[src/rtl/seg7_scan_if.sv]
// Load-side and display-side signals of the 4-digit 7-segment scanner.
interface seg7_scan_if;
    logic [15:0] value;
    logic [3:0]  dp_in;
    logic [3:0]  blank;
    logic        load;
    logic [6:0]  seg;
    logic        dp;
    logic [3:0]  an;
    logic        frame_done;

    // load is a one-cycle strobe with no ready: every cycle it is high is captured, the last one wins.
    modport master (output value, dp_in, blank, load, input seg, dp, an, frame_done);
    modport slave  (input value, dp_in, blank, load, output seg, dp, an, frame_done);
endinterface

[src/rtl/seg7_scan.sv]
// Time-multiplexed 4-digit hex display driver; tick is a clock enable, new values
// are double-buffered and only become visible at a frame boundary.
module seg7_scan #(
    parameter int PRESCALE = 4
) (
    input  logic       mclk,
    input  logic       rst_n,
    input  logic       tick,
    seg7_scan_if.slave bus,
    output logic       o_dbg_state
);

    localparam int CW = (PRESCALE > 1) ? $clog2(PRESCALE) : 1;
    localparam logic [CW-1:0] CNT_LAST = CW'(PRESCALE - 1);

    typedef enum logic {SHOW = 1'b0, GAP = 1'b1} state_t;

    state_t      r_state, w_state_nx;
    logic [1:0]  r_digit, w_digit_nx;
    logic [CW-1:0] r_cnt, w_cnt_nx;
    logic        w_wrap;

    logic [15:0] r_sh_value, r_act_value, w_act_value;
    logic [3:0]  r_sh_dp, r_act_dp, w_act_dp;
    logic [3:0]  r_sh_blank, r_act_blank, w_act_blank;
    logic [3:0]  w_nibble;

    logic [3:0]  r_an, w_an_nx;
    logic [6:0]  r_seg, w_seg_nx;
    logic        r_dp, w_dp_nx;
    logic        r_frame_done;

    function automatic logic [6:0] hex7(input logic [3:0] n);
        case (n)
            4'h0: hex7 = 7'h40;
            4'h1: hex7 = 7'h79;
            4'h2: hex7 = 7'h24;
            4'h3: hex7 = 7'h30;
            4'h4: hex7 = 7'h19;
            4'h5: hex7 = 7'h12;
            4'h6: hex7 = 7'h02;
            4'h7: hex7 = 7'h78;
            4'h8: hex7 = 7'h00;
            4'h9: hex7 = 7'h10;
            4'hA: hex7 = 7'h08;
            4'hB: hex7 = 7'h03;
            4'hC: hex7 = 7'h46;
            4'hD: hex7 = 7'h21;
            4'hE: hex7 = 7'h06;
            default: hex7 = 7'h0E;
        endcase
    endfunction

    always_comb begin
        w_state_nx = r_state;
        w_digit_nx = r_digit;
        w_cnt_nx   = r_cnt;
        w_wrap     = 1'b0;
        if (tick) begin
            case (r_state)
                SHOW: begin
                    if (r_cnt == CNT_LAST) begin
                        w_state_nx = GAP;
                        w_cnt_nx   = '0;
                    end else begin
                        w_cnt_nx = r_cnt + 1'b1;
                    end
                end
                GAP: begin
                    w_state_nx = SHOW;
                    w_digit_nx = r_digit + 2'd1;
                    w_wrap     = (r_digit == 2'd3);
                end
                default: w_state_nx = SHOW;
            endcase
        end
    end

    // A load coinciding with the wrap bypasses the shadow so it is shown in the frame now starting.
    always_comb begin
        w_act_value = r_act_value;
        w_act_dp    = r_act_dp;
        w_act_blank = r_act_blank;
        if (w_wrap) begin
            if (bus.load) begin
                w_act_value = bus.value;
                w_act_dp    = bus.dp_in;
                w_act_blank = bus.blank;
            end else begin
                w_act_value = r_sh_value;
                w_act_dp    = r_sh_dp;
                w_act_blank = r_sh_blank;
            end
        end
    end

    always_comb begin
        w_nibble = w_act_value[3:0];
        case (w_digit_nx)
            2'd1:    w_nibble = w_act_value[7:4];
            2'd2:    w_nibble = w_act_value[11:8];
            2'd3:    w_nibble = w_act_value[15:12];
            default: w_nibble = w_act_value[3:0];
        endcase
        w_an_nx  = 4'hF;
        w_seg_nx = r_seg;
        w_dp_nx  = r_dp;
        if (w_state_nx == SHOW) begin
            w_seg_nx = hex7(w_nibble);
            w_dp_nx  = ~w_act_dp[w_digit_nx];
            if (!w_act_blank[w_digit_nx]) w_an_nx = ~(4'b0001 << w_digit_nx);
        end
    end

    always_ff @(posedge mclk or negedge rst_n) begin
        if (!rst_n) begin
            r_state <= SHOW;
            r_digit <= 2'd0;
            r_cnt   <= '0;
        end else begin
            r_state <= w_state_nx;
            r_digit <= w_digit_nx;
            r_cnt   <= w_cnt_nx;
        end
    end

    always_ff @(posedge mclk or negedge rst_n) begin
        if (!rst_n) begin
            r_sh_value   <= 16'h0000;
            r_sh_dp      <= 4'h0;
            r_sh_blank   <= 4'h0;
            r_act_value  <= 16'h0000;
            r_act_dp     <= 4'h0;
            r_act_blank  <= 4'h0;
            r_an         <= 4'hF;
            r_seg        <= 7'h7F;
            r_dp         <= 1'b1;
            r_frame_done <= 1'b0;
        end else begin
            if (bus.load) begin
                r_sh_value <= bus.value;
                r_sh_dp    <= bus.dp_in;
                r_sh_blank <= bus.blank;
            end
            r_act_value  <= w_act_value;
            r_act_dp     <= w_act_dp;
            r_act_blank  <= w_act_blank;
            r_an         <= w_an_nx;
            r_seg        <= w_seg_nx;
            r_dp         <= w_dp_nx;
            r_frame_done <= w_wrap;
        end
    end

    assign bus.an         = r_an;
    assign bus.seg        = r_seg;
    assign bus.dp         = r_dp;
    assign bus.frame_done = r_frame_done;
    assign o_dbg_state    = r_state;

endmodule

[src/flat_wrapper.sv]
// flat-port wrapper written by rule: the top's interface ports become plain ports
module seg7_scan_flat 
#(
    parameter int PRESCALE = 4
)
  (mclk, rst_n, tick, o_dbg_state, bus_value, bus_dp_in, bus_blank, bus_load, bus_seg, bus_dp, bus_an, bus_frame_done);
  seg7_scan_if bus_i ();
  input  logic mclk;
  input  logic rst_n;
  input  logic tick;
  output logic o_dbg_state;
  input wire logic [$bits(bus_i.value)-1:0] bus_value;
  input wire logic [$bits(bus_i.dp_in)-1:0] bus_dp_in;
  input wire logic [$bits(bus_i.blank)-1:0] bus_blank;
  input wire logic [$bits(bus_i.load)-1:0] bus_load;
  output wire logic [$bits(bus_i.seg)-1:0] bus_seg;
  output wire logic [$bits(bus_i.dp)-1:0] bus_dp;
  output wire logic [$bits(bus_i.an)-1:0] bus_an;
  output wire logic [$bits(bus_i.frame_done)-1:0] bus_frame_done;
  assign bus_i.value = bus_value;
  assign bus_i.dp_in = bus_dp_in;
  assign bus_i.blank = bus_blank;
  assign bus_i.load = bus_load;
  assign bus_seg = bus_i.seg;
  assign bus_dp = bus_i.dp;
  assign bus_an = bus_i.an;
  assign bus_frame_done = bus_i.frame_done;
  seg7_scan #(.PRESCALE(PRESCALE)) u_core (.mclk(mclk), .rst_n(rst_n), .tick(tick), .bus(bus_i), .o_dbg_state(o_dbg_state));
endmodule
[config.mk]
export PLATFORM = sky130hd
export DESIGN_NAME = seg7_scan_flat
export DESIGN_NICKNAME = d
export VERILOG_FILES = /design/src/rtl/seg7_scan_if.sv /design/src/rtl/seg7_scan.sv /design/src/flat_wrapper.sv
export SDC_FILE = /design/constraint.sdc
export NUM_CORES = 1
export LEC_CHECK = 0
export BUFFER_PORTS_ARGS = -buffer_cell sky130_fd_sc_hd__buf_2
export CAP_MARGIN = 10
export CORE_MARGIN = 5
export CORE_UTILIZATION = 60
export DETAILED_ROUTE_END_ITERATION = 7
export GPL_TIMING_DRIVEN = 0
export PLACE_DENSITY = 0.79
export SLEW_MARGIN = 20
export SYNTH_ARGS = -nofsm -noshare
export SYNTH_HDL_FRONTEND = slang
export SYNTH_SLANG_ARGS = --single-unit
[constraint.sdc]
create_clock -name mclk -period 7.06 [get_ports mclk]
set_input_delay 1.059 -clock mclk [delete_from_list [all_inputs] [get_ports mclk]]
set_output_delay 1.059 -clock mclk [all_outputs]
set_load 0.05 [all_outputs]
==> results of run 1 <==
[layout by cell type (no fill, tap or decap), drive strengths merged, types with 2 or more instances in the layout]
cell type / n
dfrtp: 54
buf: 49
inv: 25
nand2: 23
mux2: 23
clkbuf: 18
mux2i: 17
o21ai: 13
dfstp: 12
ha: 8
nor2: 8
nand3b: 5
a21oi: 4
mux4: 4
nor2b: 3
o31a: 3
a21bo: 3
and3: 2
a211oi: 2
a22oi: 2
nor3: 2
or3: 2
nand2b: 2
nand3: 2
clkinv: 2
a21boi: 2
a22o: 2
[cells by family after synthesis]
| family | Yosys count | share of synthesized area, % |
|---|---|---|
| AOI/OAI and AO/OA | 37 | 8.98 |
| xor gates and xnor gates | 1 | 0.282 |
| adders and majority gates | 8 | 3.22 |
| buffers and inverters | 38 | 6.45 |
| DFF | 66 | 53.7 |
| muxes | 44 | 17.9 |
| and+or+nand+nor | 54 | 9.47 |
[flip-flops by register name, summed over array words and instances, names as in the netlist]
register,cells
u_core.r_act_value,16
u_core.r_sh_value,16
u_core.bus.seg,7
u_core.bus.an,4
u_core.r_act_blank,4
u_core.r_act_dp,4
u_core.r_sh_blank,4
u_core.r_sh_dp,4
u_core.r_cnt,2
u_core.r_digit,2
u_core.bus.dp,1
u_core.bus.frame_done,1
u_core.o_dbg_state,1
[worst paths after layout]
| path | startpoint | to | slack [ns] | cells after the start |
|---|---|---|---|---|
| min reg2reg | u_core.r_act_dp[0]$_DFF_PN0_ | u_core.r_act_dp[0]$_DFF_PN0_ | 0.47 | 2 |
| max reg2reg | u_core.r_digit[0]$_DFF_PN0_ | u_core.bus.seg[3]$_DFFE_PN1N_ | 4.10 | 9 |
| max | bus_load | u_core.bus.seg[3]$_DFFE_PN1N_ | 3.69 | 10 |
| min | u_core.r_act_dp[0]$_DFF_PN0_ | u_core.r_act_dp[0]$_DFF_PN0_ | 0.47 | 2 |
| min in group asynchronous | rst_n | u_core.r_sh_value[9]$_DFF_PN0_ | 0.59 | 1 |
| max in group asynchronous | rst_n | u_core.bus.an[1]$_DFF_PN1_ | 5.90 | 2 |
[power groups by stage]
stage	sequential [mW]	combinational (mW)	clock, mW
6_report	0.561	0.710	0.290
5_1_grt	0.572	0.785	0.316
4_1_cts	0.562	0.712	0.299
3_5_place_dp	0.567	0.708	0
3_3_place_gp	0.560	0.690	0
2_1_floorplan	0.659	0.464	0
[final cells by class]
cell class	instances	area [µm²]
buffer	12	97.6
clock buffer	14	173
clock inverter	2	12.5
fill	382	1470
inverter	26	103
multi-input combinational	144	1240
sequential	66	1670
tap	70	87.6
timing repair buffer	41	230
[through the flow]
stage                     instance area [µm²]  worst slack (ns)
after global routing                     3610              3.54
after detailed placement                 3420              3.33
final                                    3610              3.69
after floorplan                          3110              3.65
after CTS                                3610              3.68
after global placement                   3390              3.35
[per-layer routing]
| metal | vias to the layer above | global-route usage (%) | share of wire, % |
|---|---|---|---|
| li1 | 950 | - | - |
| met3 | 8 | 5.48 | 5.9 |
| met4 | 0 | 9.47 | 2.1 |
| met2 | 49 | 30.1 | 47 |
| met1 | 979 | 25.7 | 45 |
| met5 | - | 0 | 0 |
[worst max-delay path: stages]
cell     delay [ns]
buf_6          0.11
buf_12         0.14
buf_2          0.29
mux2i_1        0.27
o21ai_0        0.13
mux4_2         0.59
ha_1           0.27
mux2_1         0.31
and3_1         0.18
a211o_1        0.26
==> out/results.ini, run 1 <==
[cts]
cts_root_buffer=clkbuf_8
numCtsBuffers=9
cts_tree=done
clockBufferDepth=2
post_cts_buffers=0
cts_sinks=66
clk_pin_slew_ns=0.07
htree_num_levels=3
hold_buffers=0
clk_latency_ns=0.35
post_cts_resized=0

[synthesis]
synth_top_area_share_pct=43.5
ys_warn_count=0
ys.flop_type=dfrtp_1
synth-edff-count=0
async_flop_share_pct=100
synth_area_leader_cell=dfrtp_1
ys_types=54
synth_seq_cells=66
synth_area_per_cell_um2=12.5
synth.most_common_cell=dfrtp_1
synth_nets=284
synth_area_leaders=dfrtp_1, dfstp_2, mux2i_1
ys_seq_area_share_pct=53.7
synth_common_cells=dfrtp_1, inv_1, nand2_1
syn-cell-area_mm2=0.00311
postSynthCellCount=248

[die]
die_height_um=81.9
core_area_mm2=0.00507
pin_count=42
num_rows=26
fp.dieArea_mm2=0.00671
start_util_pct=61.2
die_x_um=81.9

[worst_setup_path]
startpoint_type=input port
path_max_fanout=10
path_class=input port to register
crit_arrival_ns=3.63
worst_setup_path_end_kind=register
crit_required_ns=7.33

[timing]
finClkSkew_ns=0.0108
hold_slack_ns=0.474
finalCritPeriodShare_pct=47.7
relSlewSlack_pct=68.7
setup_viol=0
maxSlewViolCount=0
clock.fmax_mhz=297
finalSetupTns_ns=0
rsz0062_at_grt=false
hold_viol_final=0
timing_worst_slew_pin_value_ns=0.470
fin_crit_ns=3.37

[finish]
diodes=0
finish.utilization_pct=71.1
syn_to_final_growth_pct=16.2
nNetsFinal=336
fin_cells=375
layout-drive-gt1-share_pct=36.7

[global_route]
grt_max_degree=48
grt_usage_pct=19.6
grt_pass1_vias=2075
globalRouteOverflowTotal=0
antenna_found_initial=0
grt_pass1_wl_mm=9.67

[pwr]
peakVddDrop_uv=296
powerDensity_mw_per_mm2=433
pwr-share-clk_pct=18.6
combPwrFrac_pct=45.5
switching_share_pct=38.3
seqPwrFrac_pct=35.9
leakage_nw=1.78
p_total_mw=1.56
p_int_uw=962
switching_power_uw=598

[status]
outcome=finished, final reports clean

[route]
drt_first_pass_iters=4
first_iter_violations=122
antenna_left=0
drc=0
vias_per_cell=5.30
routedWlPerCell_um=14.9
vias=1986
wirelength_mm=5.61

[placement]
dp_hpwl_mm=3.98
io_buffer_count=40
dp_cells=359
place_congestion=0.826

[run]
maxCapViolCount=0

[min_path]
hold_path_class=register to register

Note: power is estimated with default switching activity, not from simulation.
==> run 2, diff against run 1 <==
CORE_UTILIZATION = 57   (was 60)
PLACE_DENSITY = 0.75   (was 0.79)
clock period = 3.15 ns   (was 7.06 ns; I/O delays follow)
==> run 2 against run 1 <==
Highest routed layer unchanged. Non-clock buffer count is the same. Cell area grew 0.87%. Global-route usage shrank 1.7 points. Sequential cell count is the same. Hold slack lost 0.40 ns. Clock skew shrank 0.00071 ns. Sequential power grew 120%. Critical endpoint is now u_core.bus.seg[5]$_DFFE_PN1N_. Wire length grew 2.4%.
==> out/results.ini, run 2 (synthesis gave the netlist of run 1 again) <==
[route]
routedWlPerCell_um=15.3
drt_first_pass_iters=4
antenna_left=0
wirelength_mm=5.74
first_iter_violations=131
vias=1986
vias_per_cell=5.31
drc=0

[die]
core_area_mm2=0.00520
pin_count=42
die_height_um=83.8
fp.dieArea_mm2=0.00702
die_x_um=83.8
start_util_pct=59.7
num_rows=26

[global_route]
grt_pass1_vias=2103
grt_pass1_wl_mm=10.1
grt_max_degree=36
globalRouteOverflowTotal=0
antenna_found_initial=0
grt_usage_pct=17.9

[worst_setup_path]
startpoint_type=register
crit_required_ns=3.41
path_max_fanout=8
r2r_slack_ns=0.19
reg2reg_depth=11
crit_arrival_ns=3.22
path_class=register to register
worst_setup_path_end_kind=register

[finish]
most-common-layout-cells=dfrtp_1, buf_2, inv_1
final_common_cell=dfrtp_1
diodes=0
nNetsFinal=336
fin_cells=374
syn_to_final_growth_pct=17.2
layout-drive-gt1-share_pct=36.5
finish.utilization_pct=69.9

[cts]
numCtsBuffers=9
cts_root_buffer=clkbuf_8
clk_latency_ns=0.33
clk_pin_slew_ns=0.07
htree_num_levels=3
cts_sinks=66
clockBufferDepth=2
hold_buffers=0
cts_tree=done

[pwr]
powerDensity_mw_per_mm2=1000
leakage_nw=1.80
peakVddDrop_uv=710

[timing]
fin_crit_ns=2.96
setup_viol=0
timing_worst_slew_pin_value_ns=0.467
finalSetupTns_ns=0
relSlewSlack_pct=68.9
finalCritPeriodShare_pct=94.0
maxSlewViolCount=0
hold_viol_final=0
finClkSkew_ns=0.0101
rsz0062_at_grt=false
clock.fmax_mhz=338

[status]
outcome=finished, final reports clean

[placement]
dp_hpwl_mm=4.11
dp_cells=359
io_buffer_count=40
place_congestion=0.863

[run]
maxCapViolCount=0

[min_path]
hold_path_class=input port to asynchronous set/reset pin

[run 2: area by class of cell]
type                    instances  area [µm²]
well taps                      70        87.6
multi-input cells             144        1240
clock buffers                  13         159
inverters                      26         103
repair buffers                 41         223
fillers                       409        1570
clock inverters                 2        60.1
plain buffers                  12        97.6
flip-flops and latches         66        1670
[run 2: path summary, 6_finish.rpt]
kind                                                    to                          from
min                           u_core.r_act_dp[1]$_DFF_PN0_                         rst_n
min reg2reg                   u_core.r_act_dp[3]$_DFF_PN0_  u_core.r_act_dp[3]$_DFF_PN0_
max in group asynchronous  u_core.r_act_value[3]$_DFF_PN0_                         rst_n
min in group mclk           u_core.r_sh_blank[2]$_DFF_PN0_                  bus_blank[2]
max                          u_core.bus.seg[5]$_DFFE_PN1N_   u_core.r_digit[0]$_DFF_PN0_
max reg2reg                  u_core.bus.seg[5]$_DFFE_PN1N_   u_core.r_digit[0]$_DFF_PN0_
[run 2: critical path: stages (launching register included)]
cell,delay (ns)
dfrtp_1,0.42
ha_1,0.34
and3_1,0.21
nor2_4,0.24
inv_1,0.17
mux4_2,0.44
inv_1,0.12
ha_1,0.17
inv_1,0.06
or3_1,0.40
a21oi_1,0.17
o31a_1,0.15
[run 2: per-layer routing]
layer	vias to the layer above	wire length [µm]	GRT usage (%)
met2	55	2740	29.0
li1	951	-	-
met3	8	288	4.24
met5	-	0	0
met4	0	73	6.58
met1	972	2640	23.5
[run 2: per-stage QoR]
stage	cell area, µm²	hold slack, ns	power [mW]	setup slack [ns]
after floorplan	3110	0.177	2.52	0.321
after global placement	3390	0.452	2.80	0.0368
after detailed placement	3420	0.431	2.86	-0.00425
after CTS	3630	0.0726	3.66	0.117
after global routing	3640	0.0906	3.89	0.0765
final	3640	0.0693	3.64	0.190
[run 2: where the power goes]
group | total (mW) | internal (mW) | leakage (nW) | switching (mW)
sequential | 1.25 | 1.16 | 0.805 | 0.0930
combinational | 1.61 | 0.649 | 0.882 | 0.957
clock | 0.784 | 0.486 | 0.110 | 0.298
[run 2: timing repair]
action,4_1_cts,5_1_grt
setup buffers,0,0
endpoints found under the setup margin,0,2
gates resized for setup,0,1
